`src/rtl/hex_scan_controller.sv`:
```
// Multiplexed 7-segment hex display scanner with guard slots between digits,
// leading-zero suppression and a frame-aligned double-buffered load port.
module hex_decoder (
  input  logic [3:0] nib_i,
  output logic [6:0] seg_o
);
  always_comb begin
    seg_o = 7'b1111111;
    unique case (nib_i)
      4'h0: seg_o = 7'b1000000;
      4'h1: seg_o = 7'b1111001;
      4'h2: seg_o = 7'b0100100;
      4'h3: seg_o = 7'b0110000;
      4'h4: seg_o = 7'b0011001;
      4'h5: seg_o = 7'b0010010;
      4'h6: seg_o = 7'b0000010;
      4'h7: seg_o = 7'b1111000;
      4'h8: seg_o = 7'b0000000;
      4'h9: seg_o = 7'b0010000;
      4'hA: seg_o = 7'b0001000;
      4'hB: seg_o = 7'b0000011;
      4'hC: seg_o = 7'b1000110;
      4'hD: seg_o = 7'b0100001;
      4'hE: seg_o = 7'b0000110;
      4'hF: seg_o = 7'b0001110;
      default: seg_o = 7'b1111111;
    endcase
  end
endmodule

module hex_scan_controller #(
  parameter int NUM_DIGITS  = 4,
  parameter int REFRESH_DIV = 50000
) (
  input  logic                    clk,
  input  logic                    resetn,
  input  logic                    enable,
  input  logic                    load_valid,
  input  logic [4*NUM_DIGITS-1:0] load_data,
  output logic                    load_ready,
  input  logic                    lzs_en,
  input  logic [NUM_DIGITS-1:0]   blank_mask,
  output logic [NUM_DIGITS-1:0]   digit_sel,
  output logic [6:0]              seg_out,
  output logic                    frame_done
);
  localparam int IDX_W = $clog2(NUM_DIGITS);
  localparam int CNT_W = $clog2(REFRESH_DIV);
  localparam int VAL_W = 4 * NUM_DIGITS;
  localparam logic [IDX_W-1:0] IDX_LAST = IDX_W'(NUM_DIGITS - 1);
  localparam logic [CNT_W-1:0] CNT_LAST = CNT_W'(REFRESH_DIV - 1);

  typedef enum logic [1:0] {IDLE, SHOW, GUARD} state_t;

  state_t              state_q, state_d;
  logic [IDX_W-1:0]    idx_q, idx_d;
  logic [CNT_W-1:0]    cnt_q, cnt_d;
  logic [VAL_W-1:0]    active_q, active_d, pending_q, pending_d;
  logic                pending_valid_q, pending_valid_d;
  logic [NUM_DIGITS-1:0] digit_sel_q, digit_sel_d;
  logic [6:0]          seg_q, seg_d;
  logic                frame_done_q, frame_done_d;

  logic                tick, boundary, accept, commit, blanked;
  logic [NUM_DIGITS-1:0] upper_zero;
  logic [3:0]          nib;
  logic [6:0]          dec_seg;

  assign tick = enable && (cnt_q == CNT_LAST);

  always_comb begin
    cnt_d = cnt_q + CNT_W'(1);
    if (!enable || cnt_q == CNT_LAST) cnt_d = '0;
  end

  always_comb begin
    state_d  = state_q;
    idx_d    = idx_q;
    boundary = 1'b0;
    if (!enable) begin
      state_d = IDLE;
      idx_d   = '0;
    end else begin
      case (state_q)
        IDLE: if (tick) begin
          state_d = SHOW;
          idx_d   = '0;
        end
        SHOW: if (tick) state_d = GUARD;
        GUARD: if (tick) begin
          state_d = SHOW;
          if (idx_q == IDX_LAST) begin
            idx_d    = '0;
            boundary = 1'b1;
          end else begin
            idx_d = idx_q + IDX_W'(1);
          end
        end
        default: state_d = IDLE;
      endcase
    end
  end

  // Commit only uses the pre-edge pending flag, so a load accepted on a
  // boundary edge waits for the next boundary.
  assign accept = load_valid && !pending_valid_q;
  assign commit = pending_valid_q && (boundary || state_q == IDLE);

  always_comb begin
    pending_d       = accept ? load_data : pending_q;
    pending_valid_d = accept | (pending_valid_q & ~commit);
    active_d        = commit ? pending_q : active_q;
  end

  generate
    for (genvar gi = 0; gi < NUM_DIGITS; gi++) begin : g_upper
      assign upper_zero[gi] = (active_d[VAL_W-1:4*gi] == '0);
    end
  endgenerate

  assign nib     = active_d[{idx_d, 2'b00} +: 4];
  assign blanked = blank_mask[idx_d] | (lzs_en & (idx_d != '0) & upper_zero[idx_d]);

  hex_decoder u_dec (
    .nib_i (nib),
    .seg_o (dec_seg)
  );

  // Outputs are registered from next-state values so they track the FSM edge.
  always_comb begin
    digit_sel_d  = '1;
    seg_d        = 7'b1111111;
    frame_done_d = boundary;
    if (state_d == SHOW) begin
      digit_sel_d[idx_d] = 1'b0;
      if (!blanked) seg_d = dec_seg;
    end
  end

  always_ff @(posedge clk or negedge resetn) begin
    if (!resetn) begin
      state_q         <= IDLE;
      idx_q           <= '0;
      cnt_q           <= '0;
      active_q        <= '0;
      pending_q       <= '0;
      pending_valid_q <= 1'b0;
      digit_sel_q     <= '1;
      seg_q           <= 7'b1111111;
      frame_done_q    <= 1'b0;
    end else begin
      state_q         <= state_d;
      idx_q           <= idx_d;
      cnt_q           <= cnt_d;
      active_q        <= active_d;
      pending_q       <= pending_d;
      pending_valid_q <= pending_valid_d;
      digit_sel_q     <= digit_sel_d;
      seg_q           <= seg_d;
      frame_done_q    <= frame_done_d;
    end
  end

  assign load_ready = ~pending_valid_q;
  assign digit_sel  = digit_sel_q;
  assign seg_out    = seg_q;
  assign frame_done = frame_done_q;
endmodule

```
`config.mk`:
```
export PLATFORM = sky130hd
export DESIGN_NAME = hex_scan_controller
export DESIGN_NICKNAME = d
export VERILOG_FILES = /design/src/rtl/hex_scan_controller.sv
export SDC_FILE = /design/constraint.sdc
export NUM_CORES = 1
export LEC_CHECK = 0
export ABC_CLOCK_PERIOD_IN_PS = 5700
export BUFFER_PORTS_ARGS = -buffer_cell sky130_fd_sc_hd__buf_2
export CAP_MARGIN = 20
export CORE_ASPECT_RATIO = 1.5
export CORE_MARGIN = 5
export CORE_UTILIZATION = 42
export DETAILED_ROUTE_END_ITERATION = 12
export GPL_TIMING_DRIVEN = 1
export SYNTH_ARGS = -nofsm -noshare
export SYNTH_HDL_FRONTEND = slang
export SYNTH_SLANG_ARGS = --single-unit
```
`constraint.sdc`:
```
create_clock -name clk -period 5.7 [get_ports clk]
set_input_delay 0.285 -clock clk [delete_from_list [all_inputs] [get_ports clk]]
set_output_delay 0.285 -clock clk [all_outputs]
set_load 0.02 [all_outputs]
```
==> out/results.ini <==
[job]
cap_violations=0

[synthesis]
async_flop_share_pct=100.0
synth.distinct_cells=57
synth_edf_count=0
ys_seq_area_share_pct=49.36
synth-seq-cells=65
synth.net_count=336
dominantRegCellSynth=dfrtp_1
syn-instance-count=304
avgSynthCellArea_um2=10.93
syn_area_um2=3323
ys_warn_count=0

[critical_path]
cp.arrival_ns=4.22
end_kind=flip-flop
startpoint_type=flip-flop
crit_fanout=18
crit_type=reg -> reg
required_ns=5.94

[grt]
grt_antenna_before_repair=0
grt-ovfl-total=0
grt_pass1_vias=2530
grt_start_max_net_pins=66
track_usage_pct=16.34
grt_pass1_wl_mm=12.10

[outcome]
status=finished clean

[power]
p_leak_nw=1.665
ir_worst_vdd_mv=0.1884
p_per_area_nw_per_um2=324.5

[finish]
diodes=0
layout_common_cells=dfrtp_1, buf_2, nor2_1, mux2_2, nand2_1
register_area_um2=1640
nets=373
multi_input_area_um2=1549
areaGrowthSynthToFinish_pct=15.89
final_util_pct=50.27
fillerInstances=720
drive_above_1_share_pct=30.43
final_common_cell=dfrtp_1

[clock_network]
clk_pin_slew_ns=0.05
cts.sinks=65
htree_num_levels=3
cts_resized=0
post_cts_buffers=0
postCtsHoldBufs=0
clockBufferDepth=2
cts_root_buffer=clkbuf_16
cts_tree=done
clk_latency_ns=0.33
cts_buffers=9

[floorplan]
row_count=39
core_area_um2=7661
io_pins=38
die_h_um=118.9
dieArea_um2=9828
die_w_um=82.63
initial_core_util_pct=43.38

[timing]
finalSetupTns_ns=0
fin_crit_ns=3.977
worst_pin_slew_ns=0.7878
slew_headroom_pct=47.48
finalCritPeriodShare_pct=69.78
rsz0062_at_grt=false
hold_viol=0
whs_ns=0.1360
finClkSkew_ns=0.005116
max_freq_mhz=251.4
setup_viol_count_final=0
report.final.slew_viol_count=0

[routing]
drc=0
wirelength_mm=7.076
first_pass_iters=4
wl_per_cell_um=15.83
viasPerCell=5.358
vias=2395
drtAntennaViolNets=0
drt_iter0_drc=71

[place]
dp_hpwl_mm=5.214
io_buffers=37
gp_congestion=0.8892

[worst_hold_path]
holdCritPathClass=in -> async

## state kept, by name, indices dropped and copies added (netlist names)
signal	cells
active_q	16
cnt_q	16
seg_out	7
state_q	2
frame_done	1
idx_q	2
digit_sel	4
pending_q	16
pending_valid_q	1
## cell usage after synthesis (3+ instances only)
cell type  count  area [um^2]
or4_1          3        22.52
nand3_1        9        45.04
o21ai_0        9        45.04
nor3b_1        3        22.52
nor4_1         5        31.28
or2_2          4        25.02
o211ai_1       5        37.54
nor2_1        27        101.4
and3_1         6        37.54
or4bb_1        3        33.78
nor2b_1        3        18.77
nand2_1       26        97.59
xnor2_1        5        43.79
dfrtp_1       54         1351
and2_1         3        18.77
mux2_2        27        304.0
and4_1         3        26.28
o221ai_1       4        35.03
inv_1         13        48.80
o22ai_1        4        25.02
a32oi_1        3        26.28
mux2i_1        7        70.07
a21oi_1        6        30.03
clkbuf_1       7        26.28
ha_1           7        87.58
xor2_1         9        78.83
dfstp_2       11        289.0
nor3_1         3        15.01
## worst paths after layout
path | from | to | slack [ns] | cells after the start
worst max-delay path | cnt_q[5] | seg_out[3] | 1.72 | 12
worst min-delay path | resetn | active_q[14] | 0.14 | 2
worst max register to register | cnt_q[5] | seg_out[3] | 1.72 | 12
worst min register to register | cnt_q[0] | cnt_q[0] | 0.49 | 1
max in group asynchronous | resetn | state_q[0] | 5.06 | 2
min in group clk | load_data[0] | pending_q[0] | 0.18 | 2
## cells by family (layout without fill, tap and decap cells)
logic type      Yosys count  in the layout  synth area share (%)
simple gates            114            114                 19.54
compound gates           44             44                 9.488
mux                      34             34                 11.26
xor+xnor                 14             14                 3.690
flops                    65             65                 49.36
buf+inv                  26             67                 4.029
fa+ha+maj                 7              7                 2.635
## cell type report
class	count	area share, %
clock inverters	6	1.559
flip-flops and latches	65	42.59
multi-input cells	213	40.22
repair buffers	39	5.198
clock buffers	9	5.848
inverters	13	1.267
well taps	102	3.314
## stage by stage
stage          setup WS [ns]  instances  instance area [um^2]  power, mW
2_1_floorplan          2.657        304                  3323     0.6769
3_3_place_gp           1.857        432                  3566     0.7257
3_5_place_dp           1.701        432                  3566     0.7319
4_1_cts                1.678        447                  3851      1.266
5_1_grt                1.423        447                  3851      1.306
6_report               1.723        447                  3851      1.250
## critical path: stages (launching register included)
cell and delay, ns:
dfrtp_1 0.39, or4b_4 0.58, nor4_4 0.62, a21o_1 0.66
mux2_2 0.42, a32oi_1 0.20, o31a_1 0.28, inv_1 0.12
ha_1 0.21, inv_1 0.07, nand2_1 0.07, o211ai_1 0.14
o211ai_1 0.12
## report_power, final
group	switching (mW)	internal [mW]
registers	0.0324	0.509
logic	0.0984	0.0838
clock network	0.193	0.333
## layer usage
| metal | vias up | track usage (%) | wire length [um] |
|---|---|---|---|
| li1 | 1164 | - | - |
| met2 | 39 | 28.36 | 3829 |
| met5 | - | 0 | 0 |
| met4 | 0 | 9.305 | 230 |
| met1 | 1177 | 18.39 | 2807 |
| met3 | 15 | 2.492 | 209 |
Note: power is estimated with default switching activity, not from simulation.
